==> config.mk <==
export PLATFORM = sky130hd
export DESIGN_NAME = id_issue_stage_flat
export DESIGN_NICKNAME = d
export VERILOG_FILES = /design/src/rtl/id_issue_stage_if.sv /design/src/rtl/id_issue_stage.sv /design/src/flat_wrapper.sv
export SDC_FILE = /design/constraint.sdc
export NUM_CORES = 1
export LEC_CHECK = 0
export BUFFER_PORTS_ARGS = -buffer_cell sky130_fd_sc_hd__clkbuf_2
export CAP_MARGIN = 20
export CORE_UTILIZATION = 50
export DETAILED_ROUTE_END_ITERATION = 8
export PLACE_DENSITY_LB_ADDON = 0.2
export RECOVER_POWER = 50
export REMOVE_ABC_BUFFERS = 1
export SETUP_SLACK_MARGIN = 0.3
export SYNTH_ARGS = -nofsm -noshare
export SYNTH_HDL_FRONTEND = slang
export SYNTH_SLANG_ARGS = --single-unit
==> constraint.sdc <==
create_clock -name clk -period 3.6 [get_ports clk]
set_input_delay 0.36 -clock clk [delete_from_list [all_inputs] [get_ports clk]]
set_output_delay 0.36 -clock clk [all_outputs]
set_load 0.005 [all_outputs]
==> src/rtl/id_issue_stage_if.sv <==
// ID/EX boundary bundle.
// The issue stage drives the captured instruction bundle (master side) and
// the execute stage drives ex_ready back (slave side).
//   ex_valid     : ID/EX holds a live instruction
//   ex_ready     : EX accepts the ID/EX contents this cycle
//   ex_pc        : captured PC
//   ex_rs1_data  : captured operand 0
//   ex_rs2_data  : captured operand 1
//   ex_imm       : sign-extended immediate
//   ex_rd        : destination register, 0 when the instruction has no write
//   ex_opcode    : instr[6:0]
//   ex_funct3    : instr[14:12]
//   ex_funct7_5  : instr[30]
//   ex_illegal   : opcode not recognised
interface id_issue_stage_if;
    logic        ex_valid;
    logic        ex_ready;
    logic [31:0] ex_pc;
    logic [31:0] ex_rs1_data;
    logic [31:0] ex_rs2_data;
    logic [31:0] ex_imm;
    logic [4:0]  ex_rd;
    logic [6:0]  ex_opcode;
    logic [2:0]  ex_funct3;
    logic        ex_funct7_5;
    logic        ex_illegal;

    modport master (
        output ex_valid, ex_pc, ex_rs1_data, ex_rs2_data, ex_imm, ex_rd,
               ex_opcode, ex_funct3, ex_funct7_5, ex_illegal,
        input  ex_ready
    );

    modport slave (
        input  ex_valid, ex_pc, ex_rs1_data, ex_rs2_data, ex_imm, ex_rd,
               ex_opcode, ex_funct3, ex_funct7_5, ex_illegal,
        output ex_ready
    );
endinterface

==> src/rtl/id_issue_stage.sv <==
// Decode/issue stage feeding the ID/EX pipeline register.
// Decodes the IF/ID instruction, drives the register-file read addresses,
// builds the immediate and captures the operand bundle into ID/EX. A busy-bit
// scoreboard over x1..x31 interlocks RAW/WAW hazards against in-flight writes;
// the writeback port clears entries.
// Ports:
//   clk, rst              : clock, synchronous active-high reset
//   if_valid/if_instr/if_pc : instruction at the ID input
//   id_ready              : ex_ready && !hazard (combinational)
//   flush                 : discard the instruction at the ID input
//   rf_rd_addr0/1         : register-file read addresses (rs1, rs2)
//   rf_rd_data0/1         : register-file read data
//   wb_wr_ena/wb_wr_addr  : writeback commit, clears the busy bit
//   ex                    : ID/EX bundle (master side)
//   stall_cycles          : saturating count of hazard stalls
module id_issue_stage #(
    parameter int CNT_W = 16
) (
    input  logic             clk,
    input  logic             rst,
    input  logic             if_valid,
    input  logic [31:0]      if_instr,
    input  logic [31:0]      if_pc,
    output logic             id_ready,
    input  logic             flush,
    output logic [4:0]       rf_rd_addr0,
    output logic [4:0]       rf_rd_addr1,
    input  logic [31:0]      rf_rd_data0,
    input  logic [31:0]      rf_rd_data1,
    input  logic             wb_wr_ena,
    input  logic [4:0]       wb_wr_addr,
    id_issue_stage_if.master ex,
    output logic [CNT_W-1:0] stall_cycles
);
    localparam logic [6:0] OPC_LUI    = 7'b0110111;
    localparam logic [6:0] OPC_AUIPC  = 7'b0010111;
    localparam logic [6:0] OPC_JAL    = 7'b1101111;
    localparam logic [6:0] OPC_JALR   = 7'b1100111;
    localparam logic [6:0] OPC_BRANCH = 7'b1100011;
    localparam logic [6:0] OPC_LOAD   = 7'b0000011;
    localparam logic [6:0] OPC_STORE  = 7'b0100011;
    localparam logic [6:0] OPC_OPIMM  = 7'b0010011;
    localparam logic [6:0] OPC_OP     = 7'b0110011;

    logic [6:0]  opcode;
    logic [4:0]  rs1_addr, rs2_addr, rd_addr;
    logic        uses_rs1, uses_rs2, writes_rd, illegal;
    logic [31:0] imm_next;
    logic [31:0] imm_i, imm_s, imm_b, imm_u, imm_j;

    assign opcode      = if_instr[6:0];
    assign rs1_addr    = if_instr[19:15];
    assign rs2_addr    = if_instr[24:20];
    assign rd_addr     = if_instr[11:7];
    assign rf_rd_addr0 = rs1_addr;
    assign rf_rd_addr1 = rs2_addr;

    assign imm_i = {{20{if_instr[31]}}, if_instr[31:20]};
    assign imm_s = {{20{if_instr[31]}}, if_instr[31:25], if_instr[11:7]};
    assign imm_b = {{19{if_instr[31]}}, if_instr[31], if_instr[7],
                    if_instr[30:25], if_instr[11:8], 1'b0};
    assign imm_u = {if_instr[31:12], 12'b0};
    assign imm_j = {{11{if_instr[31]}}, if_instr[31], if_instr[19:12],
                    if_instr[20], if_instr[30:21], 1'b0};

    // Register-register ops carry no immediate, so ex_imm is 0 for OP.
    always_comb begin
        uses_rs1  = 1'b0;
        uses_rs2  = 1'b0;
        writes_rd = 1'b0;
        illegal   = 1'b0;
        imm_next  = 32'd0;
        case (opcode)
            OPC_LUI, OPC_AUIPC: begin
                writes_rd = 1'b1;
                imm_next  = imm_u;
            end
            OPC_JAL: begin
                writes_rd = 1'b1;
                imm_next  = imm_j;
            end
            OPC_JALR, OPC_LOAD, OPC_OPIMM: begin
                writes_rd = 1'b1;
                uses_rs1  = 1'b1;
                imm_next  = imm_i;
            end
            OPC_BRANCH: begin
                uses_rs1 = 1'b1;
                uses_rs2 = 1'b1;
                imm_next = imm_b;
            end
            OPC_STORE: begin
                uses_rs1 = 1'b1;
                uses_rs2 = 1'b1;
                imm_next = imm_s;
            end
            OPC_OP: begin
                writes_rd = 1'b1;
                uses_rs1  = 1'b1;
                uses_rs2  = 1'b1;
            end
            default: illegal = 1'b1;
        endcase
    end

    // Scoreboard: x0 is never busy, so it is hard-wired into bit 0 of the view.
    logic [31:1] busy_reg, busy_next;
    logic [31:0] busy_vec;
    logic        hazard, capture, busy_set, busy_clr;

    assign busy_vec = {busy_reg, 1'b0};

    // Only registered busy bits are consulted; a writeback clear releases the
    // stall one cycle later, when the register file already holds the data.
    assign hazard = if_valid && ((uses_rs1  && busy_vec[rs1_addr]) ||
                                 (uses_rs2  && busy_vec[rs2_addr]) ||
                                 (writes_rd && busy_vec[rd_addr]));

    assign id_ready = ex.ex_ready && !hazard;
    assign capture  = ex.ex_ready && !flush && !hazard && if_valid;
    assign busy_set = capture && writes_rd;
    assign busy_clr = wb_wr_ena;

    // The WAW check keeps set and clear off the same index in one cycle.
    generate
        for (genvar gi = 1; gi < 32; gi++) begin : g_busy
            assign busy_next[gi] = (busy_set && rd_addr == 5'(gi))    ? 1'b1 :
                                   (busy_clr && wb_wr_addr == 5'(gi)) ? 1'b0 :
                                   busy_reg[gi];
        end
    endgenerate

    always_ff @(posedge clk) begin
        if (rst) begin
            busy_reg <= '0;
        end else begin
            busy_reg <= busy_next;
        end
    end

    // Hazard stall counter; backpressure and flush cycles are not stalls.
    logic [CNT_W-1:0] stall_cycles_reg, stall_cycles_next;

    always_comb begin
        stall_cycles_next = stall_cycles_reg;
        if (ex.ex_ready && !flush && hazard && stall_cycles_reg != {CNT_W{1'b1}}) begin
            stall_cycles_next = stall_cycles_reg + CNT_W'(1);
        end
    end

    always_ff @(posedge clk) begin
        if (rst) begin
            stall_cycles_reg <= '0;
        end else begin
            stall_cycles_reg <= stall_cycles_next;
        end
    end

    assign stall_cycles = stall_cycles_reg;

    // ID/EX register; payload holds when nothing is captured.
    logic        ex_valid_reg, ex_funct7_5_reg, ex_illegal_reg;
    logic [31:0] ex_pc_reg, ex_rs1_data_reg, ex_rs2_data_reg, ex_imm_reg;
    logic [4:0]  ex_rd_reg;
    logic [6:0]  ex_opcode_reg;
    logic [2:0]  ex_funct3_reg;

    always_ff @(posedge clk) begin
        if (rst) begin
            ex_valid_reg    <= 1'b0;
            ex_pc_reg       <= '0;
            ex_rs1_data_reg <= '0;
            ex_rs2_data_reg <= '0;
            ex_imm_reg      <= '0;
            ex_rd_reg       <= '0;
            ex_opcode_reg   <= '0;
            ex_funct3_reg   <= '0;
            ex_funct7_5_reg <= 1'b0;
            ex_illegal_reg  <= 1'b0;
        end else if (ex.ex_ready) begin
            ex_valid_reg <= capture;
            if (capture) begin
                ex_pc_reg       <= if_pc;
                ex_rs1_data_reg <= rf_rd_data0;
                ex_rs2_data_reg <= rf_rd_data1;
                ex_imm_reg      <= imm_next;
                ex_rd_reg       <= writes_rd ? rd_addr : 5'd0;
                ex_opcode_reg   <= opcode;
                ex_funct3_reg   <= if_instr[14:12];
                ex_funct7_5_reg <= if_instr[30];
                ex_illegal_reg  <= illegal;
            end
        end
    end

    assign ex.ex_valid    = ex_valid_reg;
    assign ex.ex_pc       = ex_pc_reg;
    assign ex.ex_rs1_data = ex_rs1_data_reg;
    assign ex.ex_rs2_data = ex_rs2_data_reg;
    assign ex.ex_imm      = ex_imm_reg;
    assign ex.ex_rd       = ex_rd_reg;
    assign ex.ex_opcode   = ex_opcode_reg;
    assign ex.ex_funct3   = ex_funct3_reg;
    assign ex.ex_funct7_5 = ex_funct7_5_reg;
    assign ex.ex_illegal  = ex_illegal_reg;
endmodule

==> src/flat_wrapper.sv <==
// flat-port wrapper written by rule: the top's interface ports become plain ports
module id_issue_stage_flat 
#(
    parameter int CNT_W = 16
)
  (clk, rst, if_valid, if_instr, if_pc, id_ready, flush, rf_rd_addr0, rf_rd_addr1, rf_rd_data0, rf_rd_data1, wb_wr_ena, wb_wr_addr, stall_cycles, ex_ex_valid, ex_ex_pc, ex_ex_rs1_data, ex_ex_rs2_data, ex_ex_imm, ex_ex_rd, ex_ex_opcode, ex_ex_funct3, ex_ex_funct7_5, ex_ex_illegal, ex_ex_ready);
  id_issue_stage_if ex_i ();
  input  logic clk;
  input  logic rst;
  input  logic if_valid;
  input  logic [31:0] if_instr;
  input  logic [31:0] if_pc;
  output logic id_ready;
  input  logic flush;
  output logic [4:0] rf_rd_addr0;
  output logic [4:0] rf_rd_addr1;
  input  logic [31:0] rf_rd_data0;
  input  logic [31:0] rf_rd_data1;
  input  logic wb_wr_ena;
  input  logic [4:0] wb_wr_addr;
  output logic [CNT_W-1:0] stall_cycles;
  output wire logic [$bits(ex_i.ex_valid)-1:0] ex_ex_valid;
  output wire logic [$bits(ex_i.ex_pc)-1:0] ex_ex_pc;
  output wire logic [$bits(ex_i.ex_rs1_data)-1:0] ex_ex_rs1_data;
  output wire logic [$bits(ex_i.ex_rs2_data)-1:0] ex_ex_rs2_data;
  output wire logic [$bits(ex_i.ex_imm)-1:0] ex_ex_imm;
  output wire logic [$bits(ex_i.ex_rd)-1:0] ex_ex_rd;
  output wire logic [$bits(ex_i.ex_opcode)-1:0] ex_ex_opcode;
  output wire logic [$bits(ex_i.ex_funct3)-1:0] ex_ex_funct3;
  output wire logic [$bits(ex_i.ex_funct7_5)-1:0] ex_ex_funct7_5;
  output wire logic [$bits(ex_i.ex_illegal)-1:0] ex_ex_illegal;
  input wire logic [$bits(ex_i.ex_ready)-1:0] ex_ex_ready;
  assign ex_ex_valid = ex_i.ex_valid;
  assign ex_ex_pc = ex_i.ex_pc;
  assign ex_ex_rs1_data = ex_i.ex_rs1_data;
  assign ex_ex_rs2_data = ex_i.ex_rs2_data;
  assign ex_ex_imm = ex_i.ex_imm;
  assign ex_ex_rd = ex_i.ex_rd;
  assign ex_ex_opcode = ex_i.ex_opcode;
  assign ex_ex_funct3 = ex_i.ex_funct3;
  assign ex_ex_funct7_5 = ex_i.ex_funct7_5;
  assign ex_ex_illegal = ex_i.ex_illegal;
  assign ex_i.ex_ready = ex_ex_ready;
  id_issue_stage #(.CNT_W(CNT_W)) u_core (.clk(clk), .rst(rst), .if_valid(if_valid), .if_instr(if_instr), .if_pc(if_pc), .id_ready(id_ready), .flush(flush), .rf_rd_addr0(rf_rd_addr0), .rf_rd_addr1(rf_rd_addr1), .rf_rd_data0(rf_rd_data0), .rf_rd_data1(rf_rd_data1), .wb_wr_ena(wb_wr_ena), .wb_wr_addr(wb_wr_addr), .ex(ex_i), .stall_cycles(stall_cycles));
endmodule
Word level (Yosys, flattened, before mapping)
Cells that the tools add are included.
Word-level totals
  output and inout bits: 173
  register bits after elaboration: 193
Operators by class
  muxes and demuxes: 74
  reductions and logical operators: 115
  eq/ne operators: 72
  add/sub/neg operators: 1
  $lt $le $gt $ge: 3
Operators with widths (number)
  $eq A5 B5 Y1 const B: 32
  $pmux W32 S5: 1
  $eq A5 B4 Y1 const B: 16
  $logic_and A1 B1 Y1: 73
  $mux W1: 69
  $reduce_bool A2 Y1: 31
  $eq A5 B3 Y1 const B: 8
  $eq A7 B6 Y1 const B: 3
  $eq A7 B7 Y1 const B: 3
  $eq A5 B2 Y1 const B: 4
  $lt A5 B6 Y1 const B: 3
  $add A16 B1 Y16 const B: 1
  $ne A16 B16 Y1 const B: 1
  $bmux W1 S5: 3
  $eq A7 B5 Y1 const B: 2
  $eq A5 B1 Y1 const B: 2
  $reduce_or A9 Y1: 1
  $eq A7 B2 Y1 const B: 1
  $reduce_or A7 Y1: 1
  $reduce_or A3 Y1: 2
  $reduce_or A6 Y1: 1
  $mux W5: 1
  $logic_not A1 Y1: 2
  $logic_or A1 B1 Y1: 2
  other kinds (2): 2

Depth between registers and ports, before layout
  word-level depth: 13
  depth in mapped cells: 12
  gate-level depth less buffers: 7

Least setup slack after synthesis
OpenSTA, ideal clock, no wires.
  path kind: input to output
  from: in if_instr[7]
  to: out id_ready
  cell stages on the path: 10
  slack: 864 ps
  arrival time: 2376 ps
  cells stage by stage: buf_2 mux4_2 mux4_2 nand2b_1 o211ai_2 and3_1 buf_6 buf_8 buf_6 o21a_1
Between the ends
  word-level cells in the longest chain between the ends: 7
Ends and longest elaborated chain
  start: declaration: RTL line flat_wrapper.sv:11  | input logic [31:0] if_instr;
  $bmux W1 S5: RTL line id_issue_stage.sv:117  | (writes_rd && busy_vec[rd_addr]));
  $mux W1 (implied by the code): RTL line id_issue_stage.sv:117
  $logic_and A1 B1 Y1: RTL line id_issue_stage.sv:117
  $logic_or A1 B1 Y1: RTL line id_issue_stage.sv:116  | (uses_rs2 && busy_vec[rs2_addr]) ||
  $logic_and A1 B1 Y1: RTL line id_issue_stage.sv:115  | assign hazard = if_valid && ((uses_rs1 && busy_vec[rs1_addr]) ||
  $logic_not A1 Y1: RTL line id_issue_stage.sv:119  | assign id_ready = ex.ex_ready && !hazard;
  $logic_and A1 B1 Y1: RTL line id_issue_stage.sv:119
  end: declaration: RTL line flat_wrapper.sv:13  | output logic id_ready;
No other way between the ends. The select of a mux whose other input is x is not followed.

Worst setup path after layout
  from: reg u_core.busy_reg[15] (netlist name)
  to: out id_ready
Between the ends
  word-level cells in the longest chain between the ends: 8
Ends and longest elaborated chain
  start: declaration: RTL line id_issue_stage.sv:107  | logic [31:1] busy_reg, busy_next;
  start signal: assignment: RTL line id_issue_stage.sv:137  | busy_reg <= busy_next;
  $bmux W1 S5, on equally long branches: RTL line id_issue_stage.sv:115, id_issue_stage.sv:116
  $mux W1, on equally long branches: RTL line id_issue_stage.sv:115, id_issue_stage.sv:116
  $logic_and A1 B1 Y1, on equally long branches: RTL line id_issue_stage.sv:115, id_issue_stage.sv:116
  $logic_or A1 B1 Y1: RTL line id_issue_stage.sv:115
  $logic_or A1 B1 Y1 *: RTL line id_issue_stage.sv:116
  $logic_and A1 B1 Y1 *: RTL line id_issue_stage.sv:115
  $logic_not A1 Y1 *: RTL line id_issue_stage.sv:119
  $logic_and A1 B1 Y1 *: RTL line id_issue_stage.sv:119
Mark *: on every way between the ends. The rest lies on a longest branch, timed or not. The select of a mux whose other input is x is not followed.

==> results.json <==
{
  "hold_buffers": 0,
  "antenna_found_initial": 0,
  "drc": 0,
  "synth_edf_count": 0,
  "grt_max_degree": 103,
  "met1_usage_pct": 35.3,
  "utilization_pct": 62.8,
  "grt_pass1_wl_um": 39900,
  "synth_cell_type_count": 64,
  "cts_tree": "done",
  "htreeDepth": 4,
  "die_area_um2": 17700,
  "crit_type": "register to primary output",
  "synth_ff_type": "dfxtp_1",
  "vdd.ir_drop.worst_mv": 0.345,
  "rsz0062_at_grt": "no",
  "grt_remaining_overflow": 0,
  "synth_area_per_cell_um2": 8.38,
  "worstSetupStartpointType": "register",
  "arrival_ns": 2.74,
  "wl_per_cell_um": 17.1,
  "ant_nets": 0,
  "drv_cap": 0,
  "synthAdderAreaFrac_pct": 0.146,
  "post-synth-top-area-cell": "dfxtp_1",
  "finalCritPeriodShare_pct": 86.0,
  "dieHeight_um": 133,
  "fin_cells": 1509,
  "grt_pass1_vias": 7383,
  "cp_slowest_cell": "mux4_2",
  "crit_required_ns": 3.24,
  "cp_max_fo": 25,
  "numPortBuffers": 311,
  "grt_use_met3_pct": 7.66,
  "ys_warn_count": 0,
  "synth_top_cell_area_share_pct": 45.1,
  "final_max_slew_viol_count": 0,
  "hold_path_class": "primary input to register",
  "critPathTopFamily": "compound AO/OA/AOI/OAI gates",
  "outcome": "finished, final reports clean",
  "cts_buffer_depth": 2,
  "grt_most_used_layer": "met2",
  "ctsRootBufferMaster": "clkbuf_16",
  "routed_wl_um": 25800,
  "dp_cells": 1477,
  "ys_seq_elements": 193,
  "drive_gt1_share_pct": 22.1,
  "num_vias": 8290,
  "clock_sinks": 193,
  "num_rows": 47,
  "finalCriticalPeriod_ns": 3.10,
  "synthSimpleGateAreaFrac_pct": 24.3,
  "post-cts-setup-buffers": 0,
  "yosysSeqAreaShare_pct": 45.1,
  "tightest_slew_ns": 1.01,
  "nets": 1416,
  "ctsResizeCount": 0,
  "ios": 312,
  "finalWorstSetupSlack_ns": 0.505,
  "vias_per_cell": 5.49,
  "syn_area_um2": 8560,
  "area_growth_pct": 22.1,
  "synth_xor_area_share_pct": 0,
  "synth_compound_area_share_pct": 16.4,
  "rrSetupSlack_ns": 0.72,
  "fmax_mhz": 323,
  "setup_violations": 0,
  "core_area_um2": 16600,
  "cts_made_buffers": 17,
  "grtUsageTotal_pct": 28.5,
  "clkLatencyLatePin_ns": 0.44,
  "leakagePower_nw": 4.01,
  "drt-pass1-iter-count": 5,
  "synth_top_family_by_area": "simple AND/OR/NAND/NOR gates",
  "synthTopCellsByArea": "dfxtp_1 45%, nand2_1 11%, a21oi_1 7.7%",
  "synth.mux.area_fraction_pct": 7.66,
  "synth-async-reset-ratio_pct": 0,
  "slew_headroom_pct": 32.4,
  "p_per_area_nw_per_um2": 436,
  "fin_skew_ns": 0.0139,
  "endpoint_kind": "primary output",
  "hold_ws_ns": 0.131,
  "synthTopCellsByCount": "261 x nand2_1, 193 x dfxtp_1, 131 x a21oi_1",
  "worstPathBufferInverterCount": 2,
  "crit_chain": "mux2i_1 -> mux4_2 -> a221o_1 -> a31o_1 -> and3_1 -> buf_4 -> o21a_1 -> clkbuf_2",
  "hpwl_um": 18100,
  "insertedDiodeCount": 0,
  "syn_inst": 1022,
  "yosysMostFrequentCell": "nand2_1",
  "cpPeakStageDelay_ns": 0.48,
  "dpl_worst_slack_ns": 0.459,
  "clk_pin_slew_ns": 0.08,
  "drt-initial-drc-count": 615,
  "fp.dieW_um": 133,
  "grt_util_met2_pct": 48.1,
  "place.gp.congestion": 0.880,
  "hold_violations": 0,
  "initial_utilization_pct": 51.4
}
[final cells by class]
type,instances,area [um^2]
Sequential cell,193,3860
Timing Repair Buffer,323,1540
Multi-Input combinational cell,733,4150
Fill cell,1581,6190
Inverter,8,30.0
Clock inverter,14,175
Tap cell,220,275
Clock buffer,18,429
[kinds of logic (layout without fill, tap and decap cells)]
group / count (synthesis) / count (layout)
and+or+nand+nor: 450 / 450
muxes: 45 / 45
AOI/OAI and AO/OA: 237 / 237
buffers and inverters: 96 / 363
adders and majority gates: 1 / 1
DFF: 193 / 193
[worst reg2reg max path, delay by kind of cell (launching register included)]
kind,cells,cell delay [ns]
AOI/OAI and AO/OA,3,0.78
buffers and inverters,1,0.70
DFF,1,0.41
muxes,2,0.59
and+or+nand+nor,2,0.31
[cell usage in the layout (no fill, tap or decap), types with 5 or more instances in the layout]
cell type | synthesis | routed
a211oi_1 | 20 | 20
a21oi_1 | 131 | 131
a221oi_1 | 8 | 8
and2b_2 | 7 | 7
buf_4 | 18 | 9
clkbuf_1 | 39 | 118
clkbuf_16 | 0 | 17
clkbuf_2 | 0 | 193
dfxtp_1 | 193 | 193
inv_1 | 8 | 8
mux2_2 | 10 | 10
mux2i_1 | 16 | 16
mux4_2 | 15 | 15
nand2_1 | 261 | 261
nand2b_1 | 6 | 6
nand3_1 | 37 | 37
nand4_1 | 6 | 6
nand4b_1 | 5 | 6
nor2_1 | 41 | 41
nor2b_1 | 13 | 13
nor3_1 | 29 | 29
nor4_1 | 7 | 7
o211ai_1 | 14 | 14
o21ai_0 | 34 | 34
o311ai_0 | 5 | 5
o31ai_1 | 6 | 6
or4_1 | 6 | 6
[final timing paths]
kind / to / depth (start not counted) / from
worst max-delay path: id_ready / 8 / u_core.busy_reg[15]$_SDFFE_PP0P_
worst min-delay path: u_core.ex.ex_rs2_data[16]$_SDFFE_PP0P_ / 3 / rf_rd_data1[16]
worst max register to register: u_core.ex.ex_rs1_data[6]$_SDFFE_PP0P_ / 8 / u_core.busy_reg[15]$_SDFFE_PP0P_
worst min register to register: u_core.ex.ex_imm[10]$_SDFFE_PP0P_ / 2 / u_core.ex.ex_imm[10]$_SDFFE_PP0P_
[report_power, final]
| group | switching, mW | leakage [nW] | internal [mW] |
|---|---|---|---|
| clock network | 0.922 | 0.291 | 0.997 |
| registers | 0.0269 | 1.56 | 2.19 |
| logic | 0.257 | 2.15 | 0.164 |
| total | 1.21 | 4.01 | 3.35 |
[layer usage]
| metal | vias to the layer above | share of wire (%) |
|---|---|---|
| met2 | 304 | 50 |
| met4 | 0 | 2.1 |
| met3 | 39 | 6.9 |
| met5 | - | 0 |
| li1 | 4084 | - |
| met1 | 3863 | 41 |
[per-stage QoR]
| step | TNS, ns | power [mW] | area [um^2] |
|---|---|---|---|
| after floorplan | -247.72 | 2.43 | 8050 |
| after global placement | 0 | 2.69 | 10000 |
| after detailed placement | 0 | 2.70 | 10000 |
| after CTS | 0 | 4.59 | 10600 |
| after global routing | 0 | 4.71 | 10500 |
| final | 0 | 4.56 | 10500 |
Note: power is estimated with default switching activity, not from simulation.
